**src/rtl/imm_gen_pipe.sv**
```systemverilog
// Decode-stage immediate generator for all RV base formats, with PC-relative target.
// Decoded entries pass through one registered stage backed by a skid buffer, so stalls never drop an instruction.
module imm_gen_pipe #(
    parameter int XLEN      = 32,
    parameter int PC_W      = 32,
    parameter bit EN_TARGET = 1'b1
) (
    input  logic            clk,
    input  logic            rst_n,
    input  logic            flush,
    input  logic            in_valid,
    output logic            in_ready,
    input  logic [31:0]     in_inst,
    input  logic [PC_W-1:0] in_pc,
    output logic            out_valid,
    input  logic            out_ready,
    output logic [XLEN-1:0] out_imm,
    output logic [2:0]      out_fmt,
    output logic [PC_W-1:0] out_target,
    output logic [PC_W-1:0] out_pc,
    output logic            out_illegal
);
    localparam logic [2:0] FMT_NONE = 3'd0;
    localparam logic [2:0] FMT_I    = 3'd1;
    localparam logic [2:0] FMT_S    = 3'd2;
    localparam logic [2:0] FMT_B    = 3'd3;
    localparam logic [2:0] FMT_U    = 3'd4;
    localparam logic [2:0] FMT_J    = 3'd5;

    typedef struct packed {
        logic [XLEN-1:0] imm;
        logic [2:0]      fmt;
        logic [PC_W-1:0] target;
        logic [PC_W-1:0] pc;
        logic            illegal;
    } entry_t;

    entry_t          dec, main_q, skid_q;
    logic            main_valid, skid_valid;
    logic            accept, drain;
    logic [PC_W-1:0] imm_pc;

    // Sign extension comes from size-casting a signed field to the wider width.
    always_comb begin
        dec     = '0;
        dec.pc  = in_pc;
        imm_pc  = '0;
        if (in_inst[1:0] != 2'b11) begin
            dec.illegal = 1'b1;
        end else begin
            case (in_inst[6:0])
                7'b0010011, 7'b0000011, 7'b1100111, 7'b1110011: begin
                    dec.fmt = FMT_I;
                    dec.imm = XLEN'($signed(in_inst[31:20]));
                end
                7'b0011011: begin
                    if (XLEN == 64) begin
                        dec.fmt = FMT_I;
                        dec.imm = XLEN'($signed(in_inst[31:20]));
                    end else begin
                        dec.illegal = 1'b1;
                    end
                end
                7'b0100011: begin
                    dec.fmt = FMT_S;
                    dec.imm = XLEN'($signed({in_inst[31:25], in_inst[11:7]}));
                end
                7'b1100011: begin
                    dec.fmt = FMT_B;
                    dec.imm = XLEN'($signed({in_inst[31], in_inst[7], in_inst[30:25],
                                             in_inst[11:8], 1'b0}));
                end
                7'b0110111, 7'b0010111: begin
                    dec.fmt = FMT_U;
                    dec.imm = XLEN'($signed({in_inst[31:12], 12'b0}));
                end
                7'b1101111: begin
                    dec.fmt = FMT_J;
                    dec.imm = XLEN'($signed({in_inst[31], in_inst[19:12], in_inst[20],
                                             in_inst[30:21], 1'b0}));
                end
                7'b0110011: ;
                7'b0111011: dec.illegal = (XLEN != 64);
                default:    dec.illegal = 1'b1;
            endcase
        end
        imm_pc = PC_W'($signed(dec.imm));
        if (EN_TARGET && (dec.fmt == FMT_B || dec.fmt == FMT_J))
            dec.target = in_pc + imm_pc;
    end

    assign in_ready = rst_n & ~skid_valid;
    assign accept   = in_valid & in_ready;
    assign drain    = main_valid & out_ready;

    // Skid only fills while main is held, and in_ready drops once it does,
    // so skid and input can never compete for main in the same cycle.
    always_ff @(posedge clk) begin
        if (!rst_n) begin
            main_valid <= 1'b0;
            skid_valid <= 1'b0;
            main_q     <= '0;
            skid_q     <= '0;
        end else if (flush) begin
            main_valid <= 1'b0;
            skid_valid <= 1'b0;
        end else if (!main_valid || drain) begin
            if (skid_valid) begin
                main_q     <= skid_q;
                main_valid <= 1'b1;
                skid_valid <= 1'b0;
            end else if (accept) begin
                main_q     <= dec;
                main_valid <= 1'b1;
            end else begin
                main_valid <= 1'b0;
            end
        end else if (accept) begin
            skid_q     <= dec;
            skid_valid <= 1'b1;
        end
    end

    assign out_valid   = main_valid;
    assign out_imm     = main_q.imm;
    assign out_fmt     = main_q.fmt;
    assign out_target  = main_q.target;
    assign out_pc      = main_q.pc;
    assign out_illegal = main_q.illegal;
endmodule

```
**config.mk**
```make
export PLATFORM = sky130hd
export DESIGN_NAME = imm_gen_pipe
export DESIGN_NICKNAME = d
export VERILOG_FILES = /design/src/rtl/imm_gen_pipe.sv
export SDC_FILE = /design/constraint.sdc
export NUM_CORES = 1
export LEC_CHECK = 0
export ABC_AREA = 1
export CAP_MARGIN = 20
export CORE_MARGIN = 1
export CORE_UTILIZATION = 47
export CTS_BUF_LIST = sky130_fd_sc_hd__clkbuf_4 sky130_fd_sc_hd__clkbuf_8
export CTS_CLUSTER_DIAMETER = 120
export DETAILED_ROUTE_END_ITERATION = 12
export DONT_BUFFER_PORTS = 1
export PLACE_DENSITY = 0.61
export SLEW_MARGIN = 20
export SYNTH_ARGS = -nofsm -noshare
export SYNTH_HDL_FRONTEND = slang
export SYNTH_SLANG_ARGS = --single-unit
```
**constraint.sdc**
```tcl
create_clock -name clk -period 2.7 [get_ports clk]
set_input_delay 0.135 -clock clk [delete_from_list [all_inputs] [get_ports clk]]
set_output_delay 0.135 -clock clk [all_outputs]
set_load 0.03 [all_outputs]
```
# Yosys cells after proc, flatten, opt, wreduce, memory -nomap -nowiden

Index checks and enable logic that the tools add are counted.

Bits in writable memories: 0
Logic and storage cells: 53
Memory bits (read-only): 0
Bits in registers: 202
Latch bits: 0
Memories kept: 0
Input port bits: 69

Equality and inequality tests: 13
$add $sub $neg: 1
Shifts and indexed selects: 0
Multiplexer cells: 9
Multipliers: 0
Magnitude comparators: 0
Div/mod/pow operators: 0
Bitwise operators: 7
Reductions and logical operators: 11

Operators with widths:

| cell                                                             | number |
|---|---|
| 100-bit two-way mux                                              | 2 |
| 35-bit one-hot mux with 5 select lines                           | 1 |
| 35-bit two-way mux                                               | 1 |
| 32-bit adder                                                     | 1 |
| 32-bit two-way mux                                               | 1 |
| 7-bit == test (second input constant)                            | 4 |
| 7-bit by 6-bit == test with 1-bit output (second input constant) | 3 |
| 7-bit by 5-bit == test with 1-bit output (second input constant) | 2 |
| 10-bit OR reduction                                              | 1 |
| 7-bit by 2-bit == test with 1-bit output (second input constant) | 1 |
| 3-bit AND reduction                                              | 2 |
| 1-bit two-way mux                                                | 4 |
| 1-bit inverter                                                   | 4 |
| 2-bit OR reduction                                               | 2 |
| 4-bit OR reduction                                               | 1 |
| 1-bit bitwise AND                                                | 3 |
| 3-bit by 2-bit == test with 1-bit output (second input constant) | 1 |
| 3-bit == test (second input constant)                            | 1 |
| 3-bit OR reduction                                               | 1 |
| 1-bit logical OR                                                 | 2 |
| 2-bit inequality test (second input constant)                    | 1 |
| 2-bit nonzero test                                               | 1 |
| 1-bit logical NOT                                                | 1 |

# Depth between registers and ports, before layout

Gate-level depths: netlist of run 1.

Depth in word-level cells: 9
Depth in mapped cells: 25
Mapped depth without buffers: 24

# Worst setup path after synthesis of run 1

OpenSTA, ideal clock, no wires.

Kind: input-to-reg
Start point: input in_inst[1]
End point: register main_q, in the netlist out_target[16]
Stages on the path: 20
Library setup time: 0.132 ns
Data arrival time: 2.405 ns
Setup slack: 0.162 ns
Path through: nand2_1 nor2_1 nand2_1 inv_1 nor2_1 inv_1 a22o_1 fa_1 nand2_1 nand3_1 and2_1 nand2_1 nand2_1 nand2_1 nand2_1 or2_1 nand3_1 nand2_1 nand2_1 a21oi_1

RTL lines:

| element              | line | source |
|---|---|---|
| start, declared      | 13   | `input logic [31:0] in_inst,` |
| end signal, assigned | 109  | `main_q <= skid_q;` |
| end, declared        | 38   | `entry_t dec, main_q, skid_q;` |

# Final worst setup path of run 1

Start point: register main_valid, in the netlist out_valid
End point: register skid_q[11] (netlist bit)

Word-level cells in the longest chain between the ends: 4
Elaborated cells between the ends (all ways): 5

RTL lines:

| element                                                       | line    | source |
|---|---|---|
| start, declared                                               | 39      | `logic main_valid, skid_valid;` |
| start signal, assigned                                        | 100     | `main_valid <= 1'b0;` |
| start signal, assigned                                        | 105     | `main_valid <= 1'b0;` |
| start signal, assigned                                        | 110     | `main_valid <= 1'b1;` |
| 1-bit bitwise AND / 1-bit logical NOT (equally long branches) | 94, 107 |  |
| 1-bit logical OR *                                            | 107     | `end else if (!main_valid \|\| drain) begin` |
| 1-bit inverter (no source line) *                             | n/a     |  |
| 3-bit AND reduction (no source line) *                        | n/a     |  |
| end signal, assigned                                          | 103     | `skid_q <= '0;` |
| end signal, assigned                                          | 119     | `skid_q <= dec;` |
| end, declared                                                 | 38      |  |

Every way passes the cells marked *; elsewhere a longest branch is shown, timed or not.
A chain may end at the register's enable or synchronous reset.

==> flow_summary.json, run 1 <==
{
  "drc": 0,
  "ys.flop_type": "dfxtp_1",
  "finalCritPeriodShare": 0.938,
  "final_area_sq_um": 13100,
  "overflow": 0,
  "antenna_left": 0,
  "reg2reg_slack_ns": 0.17,
  "yosysSeqAreaShare": 0.375,
  "cts_buffers": 36,
  "min_from": "in_pc[31]",
  "skew_ns": 0.0174,
  "drive_above_1_share": 0.129,
  "areaGrowthSynthToFinish_pct": 21.3,
  "synth-simple-area-share": 0.290,
  "synthXorXnorAreaFrac": 0.000813,
  "root_buffer": "clkbuf_8",
  "timing.rr.end": "skid_q[11]",
  "synth_area_sq_um": 10800,
  "reg2reg_from": "out_valid",
  "arrival_ns": 2.99,
  "synth_cell_types": 42,
  "end_kind": "flip-flop",
  "tightest_slew_ns": 0.822,
  "grt_start_max_net_pins": 136,
  "slew_headroom": 0.452,
  "maxSlewViolCount": 0,
  "synth_nets": 1758,
  "first_global_vias": 10500,
  "fin_crit_ns": 2.53,
  "netlist_instances": 1657,
  "first_pass_iters": 8,
  "synth_top_family_by_area": "simple AND/OR/NAND/NOR gates",
  "grt_util_met2": 0.491,
  "synthArstFlopShare": 0,
  "hold_viol_final": 0,
  "grt_use_met3": 0.0573,
  "grt_util_all_layers": 0.297,
  "core_sq_um": 22600,
  "die-area_sq_um": 23500,
  "cp-start-kind": "flip-flop",
  "cp_data_required_time_ns": 3.16,
  "hp-class": "primary input to flip-flop",
  "multi_input_comb_area_sq_um": 5770,
  "fmax_mhz": 395,
  "yosys_warnings": 0,
  "rsz0062_at_grt": "no",
  "pwr-share-seq": 0.476,
  "worst_hold_path.endpoint": "skid_q[64]",
  "vias_per_cell": 5.31,
  "fill_cells": 2190,
  "p_per_area_nw_per_um2": 512,
  "share_clk_of_total_power": 0.422,
  "ys_ff_latch": 202,
  "vdd_drop_max_uv": 414,
  "h-tree-depth": 2,
  "wl_per_cell_um": 17.0,
  "synth_mux_area_frac": 0,
  "layout_commonest_cell": "nand2_1",
  "sw_frac_of_total": 0.265,
  "hpwl_um": 23900,
  "p_switching_mw": 1.78,
  "worstRegToRegCells": 9,
  "synth_edf_count": 0,
  "clkLatencyLatePin_ns": 0.52,
  "wl_um": 35500,
  "pin_count": 171,
  "die_w_um": 153,
  "maxCapViolations": 0,
  "tritoncts": "built",
  "crit_fanout": 68,
  "finalSetupViolCount": 0,
  "p_int_mw": 4.93,
  "antenna_found_initial": 0,
  "post-route-util": 0.579,
  "synth_fa_ha_area_frac": 0.0378,
  "routabilityCongestion": 0.950,
  "io_buffers": 0,
  "rows": 55,
  "pwr-share-comb": 0.102,
  "clk_path_buf_depth": 3,
  "top_usage_layer": "met2",
  "final_cell_mix": "nand2_1 (436), nor2_1 (225), dfxtp_1 (201), a21oi_1 (168), o21ai_0 (155)",
  "placed_area_sq_um": 11700,
  "clk_pin_slew_ns": 0.06,
  "worst-setup-path-type": "flip-flop to flip-flop",
  "syn_area_per_cell_sq_um": 6.50,
  "synth_compound_area_frac": 0.204,
  "cts.sinks": 202,
  "whs_path_depth": 5,
  "initialDrtViolationCount": 775,
  "diodes": 0,
  "start_util": 0.477,
  "crit_start": "out_valid",
  "met1_usage": 0.385,
  "fin_nets": 1893,
  "fp.dieH_um": 153,
  "regArea_sq_um": 4050,
  "status": "finished, final reports clean",
  "vias": 11100,
  "leakage_nw": 6.53,
  "grt_pass1_wl_um": 55700
}
-- cell usage after synthesis (8+ instances only) --
master	number	area [sq um]
o21ai_1	26	130
nand3_1	52	260
o21ai_0	155	776
a21oi_1	168	841
buf_2	27	135
nand3b_1	8	60.1
nand2_1	436	1640
a31oi_1	34	213
dfxtp_1	202	4040
clkbuf_1	43	161
nand2_2	9	56.3
ha_1	31	388
nor2_1	228	856
or2_2	11	68.8
inv_1	143	537
-- worst max-delay path: stages, from the launching register on --
cell and delay [ns]:
dfxtp_1 0.52, inv_1 0.09, nor2_2 0.24, inv_2 0.10
nor3_4 0.20, buf_4 0.17, clkbuf_16 0.30, o21ai_0 0.15
nor2_1 0.13, dlygate4sd3_1 0.57
-- per-stage QoR --
stage	setup TNS, ns	cells	hold slack, ns	power, mW	worst slack (ns)
floorplan	0	1657	0.208	3.62	0.162
global placement	-8.86	1977	0.212	3.83	-0.455
detailed placement	-9.86	1977	0.211	3.83	-0.465
CTS	0	2092	0.00125	6.76	0.0687
global route	0	2095	0.0222	6.99	0.0149
finish	0	2095	0.0296	6.70	0.169
-- flip-flops by register name, summed over array words and instances (netlist names) --
| signal | cells |
|---|---|
| out_fmt | 3 |
| skid_q | 100 |
| out_pc | 32 |
| skid_valid | 1 |
| out_target | 32 |
| out_imm | 32 |
| out_illegal | 1 |
| out_valid | 1 |
-- layer usage --
layer,up-vias,share of wire
met3,70,0.063
met5,-,0
met1,5095,0.44
met2,327,0.46
met4,0,0.031
li1,5640,-
-- cell families (layout without fill, tap and decap cells) --
| logic type | count (synthesis) | count (layout) |
|---|---|---|
| adders and majority gates | 32 | 32 |
| AOI/OAI and AO/OA | 413 | 413 |
| DFF | 202 | 202 |
| and+or+nand+nor | 769 | 769 |
| xor gates and xnor gates | 1 | 1 |
| buffers and inverters | 240 | 393 |
-- power groups by stage --
| stage | combinational, mW | sequential [mW] | clock, mW |
|---|---|---|---|
| floorplan | 0.381 | 3.24 | 0 |
| global placement | 0.575 | 3.25 | 0 |
| detailed placement | 0.579 | 3.25 | 0 |
| CTS | 0.679 | 3.19 | 2.89 |
| global route | 0.760 | 3.19 | 3.03 |
| finish | 0.683 | 3.19 | 2.83 |
-- worst max path at each step --
| stage | to | slack, ns | cells after the start |
|---|---|---|---|
| 6_report | skid_q[11] | 0.17 | 9 |
| 5_1_grt | out_target[15] | 0.01 | 20 |
| 4_1_cts | out_target[11] | 0.07 | 20 |
| 3_5_place_dp | out_target[11] | -0.46 | 20 |
| 3_3_place_gp | out_target[11] | -0.45 | 20 |
| 2_1_floorplan | out_target[16] | 0.16 | 20 |
-- final cells by class --
type                       count  area share
clock buffer                  53      0.0519
clock inverter                 3     0.00163
inverter                     150      0.0433
multi-input combinational   1215       0.441
sequential                   202       0.309
tap                          285      0.0273
timing repair buffer         187       0.125
-- timing repair --
item,4_1_cts,5_1_grt
gates resized for setup,0,10
hold endpoints to repair,150,0
endpoints found under the setup margin,0,30
hold buffers,59,0
buffers inserted,0,2
Power figures use the tool's default switching activity.
==> run 2: changes to the inputs <==
--- a/config.mk
+++ b/config.mk
@@ -14,6 +14,8 @@
 export DETAILED_ROUTE_END_ITERATION = 12
 export DONT_BUFFER_PORTS = 1
 export PLACE_DENSITY = 0.61
+export RECOVER_POWER = 100
+export SKIP_CTS_REPAIR_TIMING = 1
 export SLEW_MARGIN = 20
 export SYNTH_ARGS = -nofsm -noshare
 export SYNTH_HDL_FRONTEND = slang
==> run 2 against run 1 <==
The run now ends with negative hold slack left. Clock power hardly changed. Flip-flop and latch count did not move. Register-to-register slack lost 0.09 ns. Critical path depth shrank 1. Worst hold slack got worse by 0.040 ns. Global-route usage down 1.0 points. Total power decreased by 0.19%. Largest power group unchanged. Highest routed layer unchanged.
==> flow_summary.json, run 2 (synthesized netlist as in run 1, its figures left out) <==
{
  "die_w_um": 153,
  "io_buffers": 0,
  "finalSetupTns_ns": 0,
  "wl_per_cell_um": 16.6,
  "worst-setup-path-type": "flip-flop to flip-flop",
  "first_pass_iters": 5,
  "hold_ws_ns": -0.0103,
  "cpMostUsedCell": "inv_1",
  "tritoncts": "built",
  "start_util": 0.477,
  "crit_path_cell_trace": "inv_1 > nor2_2 > inv_1 > nor3_4 > buf_12 > o21ai_1 > nor2_1 > dlygate4sd3_1",
  "min_from": "in_pc[0]",
  "violations": "negative hold slack",
  "grt_pass1_wl_um": 53700,
  "vias": 11000,
  "status": "complete, but fails checks",
  "slowest_stage": "dlygate4sd3_1",
  "drc": 0,
  "antenna_left": 0,
  "hp-class": "primary input to flip-flop",
  "first_global_vias": 10000,
  "hold_viol_final": 2,
  "p_per_area_nw_per_um2": 520,
  "p_int_mw": 4.92,
  "worst_hold_path.endpoint": "skid_q[33]",
  "areaGrowthSynthToFinish_pct": 19.4,
  "dp_slack_ns": -0.465,
  "cts.sinks": 202,
  "pwr-share-seq": 0.477,
  "post-route-util": 0.570,
  "crit_fanout": 135,
  "skew_ns": 0.0202,
  "slowest_delay_ns": 0.54,
  "final_cell_mix": "nand2_1 (437), nor2_1 (225), dfxtp_1 (201), o21ai_0 (178), a21oi_1 (168)",
  "clkLatencyLatePin_ns": 0.52,
  "rows": 55,
  "clk_path_buf_depth": 3,
  "cts_buffers": 36,
  "die-area_sq_um": 23500,
  "largest_reg_flops": 100,
  "share_clk_of_total_power": 0.423,
  "leakage_nw": 6.42,
  "vdd_drop_max_uv": 414,
  "grt_start_max_net_pins": 138,
  "whs_path_depth": 3,
  "worstRegToRegCells": 8,
  "wl_um": 34500,
  "finalPower_mw": 6.69,
  "vias_per_cell": 5.27,
  "initialDrtViolationCount": 738,
  "maxCapViolations": 0,
  "p_switching_mw": 1.77,
  "setup_slack_ns": 0.0787,
  "antenna_found_initial": 0,
  "crit_family": "buffers and inverters",
  "layout_commonest_cell": "nand2_1",
  "overflow": 0,
  "diodes": 0,
  "core_sq_um": 22600,
  "timing.rr.end": "skid_q[19]",
  "fin_crit_ns": 2.62,
  "end_kind": "flip-flop",
  "h-tree-depth": 2,
  "cp_data_required_time_ns": 3.17,
  "hpwl_um": 23900,
  "maxSlewViolCount": 0,
  "crit_buf_inv": 4,
  "drive_above_1_share": 0.124,
  "tightest_slew_ns": 1.19,
  "top_register": "skid_q",
  "sw_frac_of_total": 0.265,
  "finalSetupViolCount": 0,
  "rsz0062_at_grt": "no",
  "clk_pin_slew_ns": 0.06,
  "slew_headroom": 0.205,
  "cp-start-kind": "flip-flop",
  "arrival_ns": 3.09,
  "pin_count": 171,
  "fin_nets": 1876,
  "finalCritPeriodShare": 0.971,
  "grt_util_all_layers": 0.287,
  "routabilityCongestion": 0.950,
  "root_buffer": "clkbuf_8",
  "pwr-share-comb": 0.100,
  "fmax_mhz": 381,
  "reg2reg_from": "out_valid",
  "fp.dieH_um": 153,
  "reg2reg_slack_ns": 0.08
}
[run 2: final cells by class]
type	count	area, sq um
clock buffers	53	679
clock inverters	3	21.3
fillers	2229	9700
inverters	150	564
multi-input cells	1215	5760
flip-flops and latches	202	4050
well taps	285	357
repair buffers	170	1450
[run 2: power by group through the flow]
stage | Sequential, mW | Clock, mW | Combinational, mW
2_1_floorplan | 3.24 | 0 | 0.381
3_3_place_gp | 3.25 | 0 | 0.575
3_5_place_dp | 3.25 | 0 | 0.579
4_1_cts | 3.19 | 2.89 | 0.583
5_1_grt | 3.19 | 3.03 | 0.745
6_report | 3.19 | 2.83 | 0.669
[run 2: per-layer routing]
layer / GRT usage / wire length, um / vias to the layer above / part of all wire
met5: 0 / 0 / - / 0
met1: 0.374 / 15500 / 4964 / 0.45
met4: 0.0981 / 940 / 0 / 0.027
met3: 0.0607 / 2210 / 61 / 0.064
met2: 0.470 / 15900 / 319 / 0.46
li1: - / - / 5610 / -
[run 2: per-stage QoR]
step | area (sq um) | cells
global route | 12900 | 2078
finish | 12900 | 2078
detailed placement | 11700 | 1977
global placement | 11700 | 1977
CTS | 12400 | 2033
floorplan | 10800 | 1657
[run 2: worst register-to-register path: cells and delay by family, from the launching register on]
family,cells,cell delay [ns]
DFF,1,0.52
and+or+nand+nor,3,0.58
AOI/OAI and AO/OA,1,0.31
buffers and inverters,4,1.16
[run 2: worst max-delay path by stage]
stage | startpoint | end | slack (ns) | cells past startpoint
floorplan | in_inst[1] | out_target[16] | 0.16 | 20
global placement | in_inst[1] | out_target[11] | -0.45 | 20
detailed placement | in_inst[1] | out_target[11] | -0.46 | 20
CTS | in_inst[1] | out_target[11] | 0.07 | 20
global route | out_valid | skid_q[19] | 0.01 | 8
finish | out_valid | skid_q[19] | 0.08 | 8
==> run 3: changes to the inputs <==
--- a/config.mk
+++ b/config.mk
@@ -13,7 +13,7 @@
 export CTS_CLUSTER_DIAMETER = 120
 export DETAILED_ROUTE_END_ITERATION = 12
 export DONT_BUFFER_PORTS = 1
-export PLACE_DENSITY = 0.61
+export PLACE_DENSITY = 0.66
 export RECOVER_POWER = 100
 export SKIP_CTS_REPAIR_TIMING = 1
 export SLEW_MARGIN = 20
==> run 3 against run 2 <==
The flow still finishes with violations (negative hold slack). Flip-flop and latch count unchanged. Non-clock buffer count up 22. Wire length up 2.5%. Clock-buffer cell count up 4. Die area unchanged. Worst setup slack better by 0.030 ns. Utilization up 1.5 points. Clock skew up 0.0048 ns. Final area up 2.5%. Sequential power about the same. Via count up 2.0%.
==> flow_summary.json, run 3 (synthesized netlist as in run 1, its figures left out) <==
{
  "placed_area_sq_um": 11800,
  "slew_headroom": 0.222,
  "start_util": 0.477,
  "hold_ws_ns": -0.0777,
  "cpMostUsedCell": "inv_1",
  "violations": "negative hold slack",
  "antenna_found_initial": 0,
  "cp_data_required_time_ns": 3.17,
  "hp-class": "primary input to flip-flop",
  "hpwl_um": 24400,
  "sw_frac_of_total": 0.256,
  "h-tree-depth": 2,
  "maxCapViolations": 0,
  "initialDrtViolationCount": 859,
  "slowest_stage": "dlygate4sd3_1",
  "cp-start-kind": "flip-flop",
  "clkLatencyLatePin_ns": 0.55,
  "share_clk_of_total_power": 0.474,
  "overflow": 0,
  "skew_ns": 0.0250,
  "tightest_slew_ns": 1.17,
  "status": "complete, but fails checks",
  "routabilityCongestion": 0.989,
  "wl_um": 35400,
  "first_global_vias": 10300,
  "rows": 55,
  "first_pass_iters": 5,
  "cts_buffers": 37,
  "vias": 11200,
  "finalSetupViolCount": 0,
  "pwr-share-seq": 0.433,
  "drc": 0,
  "grt_util_all_layers": 0.292,
  "vdd_drop_max_uv": 348,
  "leakage_nw": 6.61,
  "hold_viol_final": 3,
  "diodes": 0,
  "post-route-util": 0.585,
  "grt_start_max_net_pins": 138,
  "maxSlewViolCount": 0,
  "top_register": "skid_q",
  "layout_commonest_cell": "nand2_1",
  "tritoncts": "built",
  "cts.sinks": 202,
  "core_sq_um": 22600,
  "die-area_sq_um": 23500,
  "arrival_ns": 3.06,
  "p_per_area_nw_per_um2": 558,
  "slowest_delay_ns": 0.56,
  "fill_cells": 2206,
  "largest_reg_flops": 100,
  "p_switching_mw": 1.88,
  "finalCritPeriodShare": 0.960,
  "final_area_sq_um": 13200,
  "fin_crit_ns": 2.59,
  "io_buffers": 0,
  "crit_path_cell_trace": "inv_1 > nor2_2 > inv_1 > nor3_4 > clkbuf_2 > o21ai_0 > nor2_1 > dlygate4sd3_1",
  "areaGrowthSynthToFinish_pct": 22.5,
  "dp_slack_ns": -0.439,
  "fp.dieH_um": 153,
  "fmax_mhz": 386,
  "pwr-share-comb": 0.093,
  "p_int_mw": 5.48,
  "worst-setup-path-type": "flip-flop to flip-flop",
  "grt_pass1_wl_um": 54800,
  "stdcell_count": 2110,
  "end_kind": "flip-flop",
  "clk_path_buf_depth": 3,
  "vias_per_cell": 5.30,
  "die_w_um": 153,
  "dp.cells": 1993,
  "crit_fanout": 22,
  "pin_count": 171,
  "final_cell_mix": "nand2_1 (435), nor2_1 (226), dfxtp_1 (201), o21ai_0 (177), a21oi_1 (167)",
  "setup_slack_ns": 0.108,
  "drive_above_1_share": 0.138,
  "crit_buf_inv": 4,
  "antenna_left": 0,
  "clk_pin_slew_ns": 0.06,
  "root_buffer": "clkbuf_8",
  "crit_family": "buffers and inverters",
  "fin_nets": 1899,
  "wl_per_cell_um": 16.8
}
[run 3: worst paths after layout]
kind / from / to / slack (ns) / cells after the start
setup reg to reg: out_valid / skid_q[26] / 0.11 / 8
hold / removal: rst_n / out_valid / -0.08 / 2
hold reg to reg: skid_q[41] / skid_q[41] / 0.48 / 2
setup / recovery: out_valid / skid_q[26] / 0.11 / 8
[run 3: stage by stage]
stage | power [mW] | setup TNS [ns]
2_1_floorplan | 3.62 | 0
3_3_place_gp | 3.84 | -7.83
3_5_place_dp | 3.84 | -9.93
4_1_cts | 7.33 | 0
5_1_grt | 7.64 | -0.00600
6_report | 7.36 | 0
[run 3: power groups by stage]
| stage | sequential [mW] | clock (mW) | combinational [mW] |
|---|---|---|---|
| 2_1_floorplan | 3.24 | 0 | 0.381 |
| 3_3_place_gp | 3.25 | 0 | 0.586 |
| 3_5_place_dp | 3.25 | 0 | 0.589 |
| 4_1_cts | 3.19 | 3.55 | 0.593 |
| 5_1_grt | 3.19 | 3.69 | 0.760 |
| 6_report | 3.19 | 3.49 | 0.683 |
[run 3: final cells by class]
type | count | area, sq um | share of cell area
Sequential cell | 202 | 4050 | 0.306
Clock buffer | 57 | 747 | 0.0566
Timing Repair Buffer | 192 | 1580 | 0.120
Clock inverter | 9 | 154 | 0.0117
Multi-Input combinational cell | 1215 | 5760 | 0.436
Inverter | 150 | 564 | 0.0427
Tap cell | 285 | 357 | 0.0270
[run 3: per-layer routing]
metal  vias up  part of all wire  GRT usage
met2       361              0.47      0.490
met1      5058              0.43      0.367
met3        83             0.061     0.0533
met5         -                 0          0
li1       5674                 -          -
met4         0             0.039      0.125
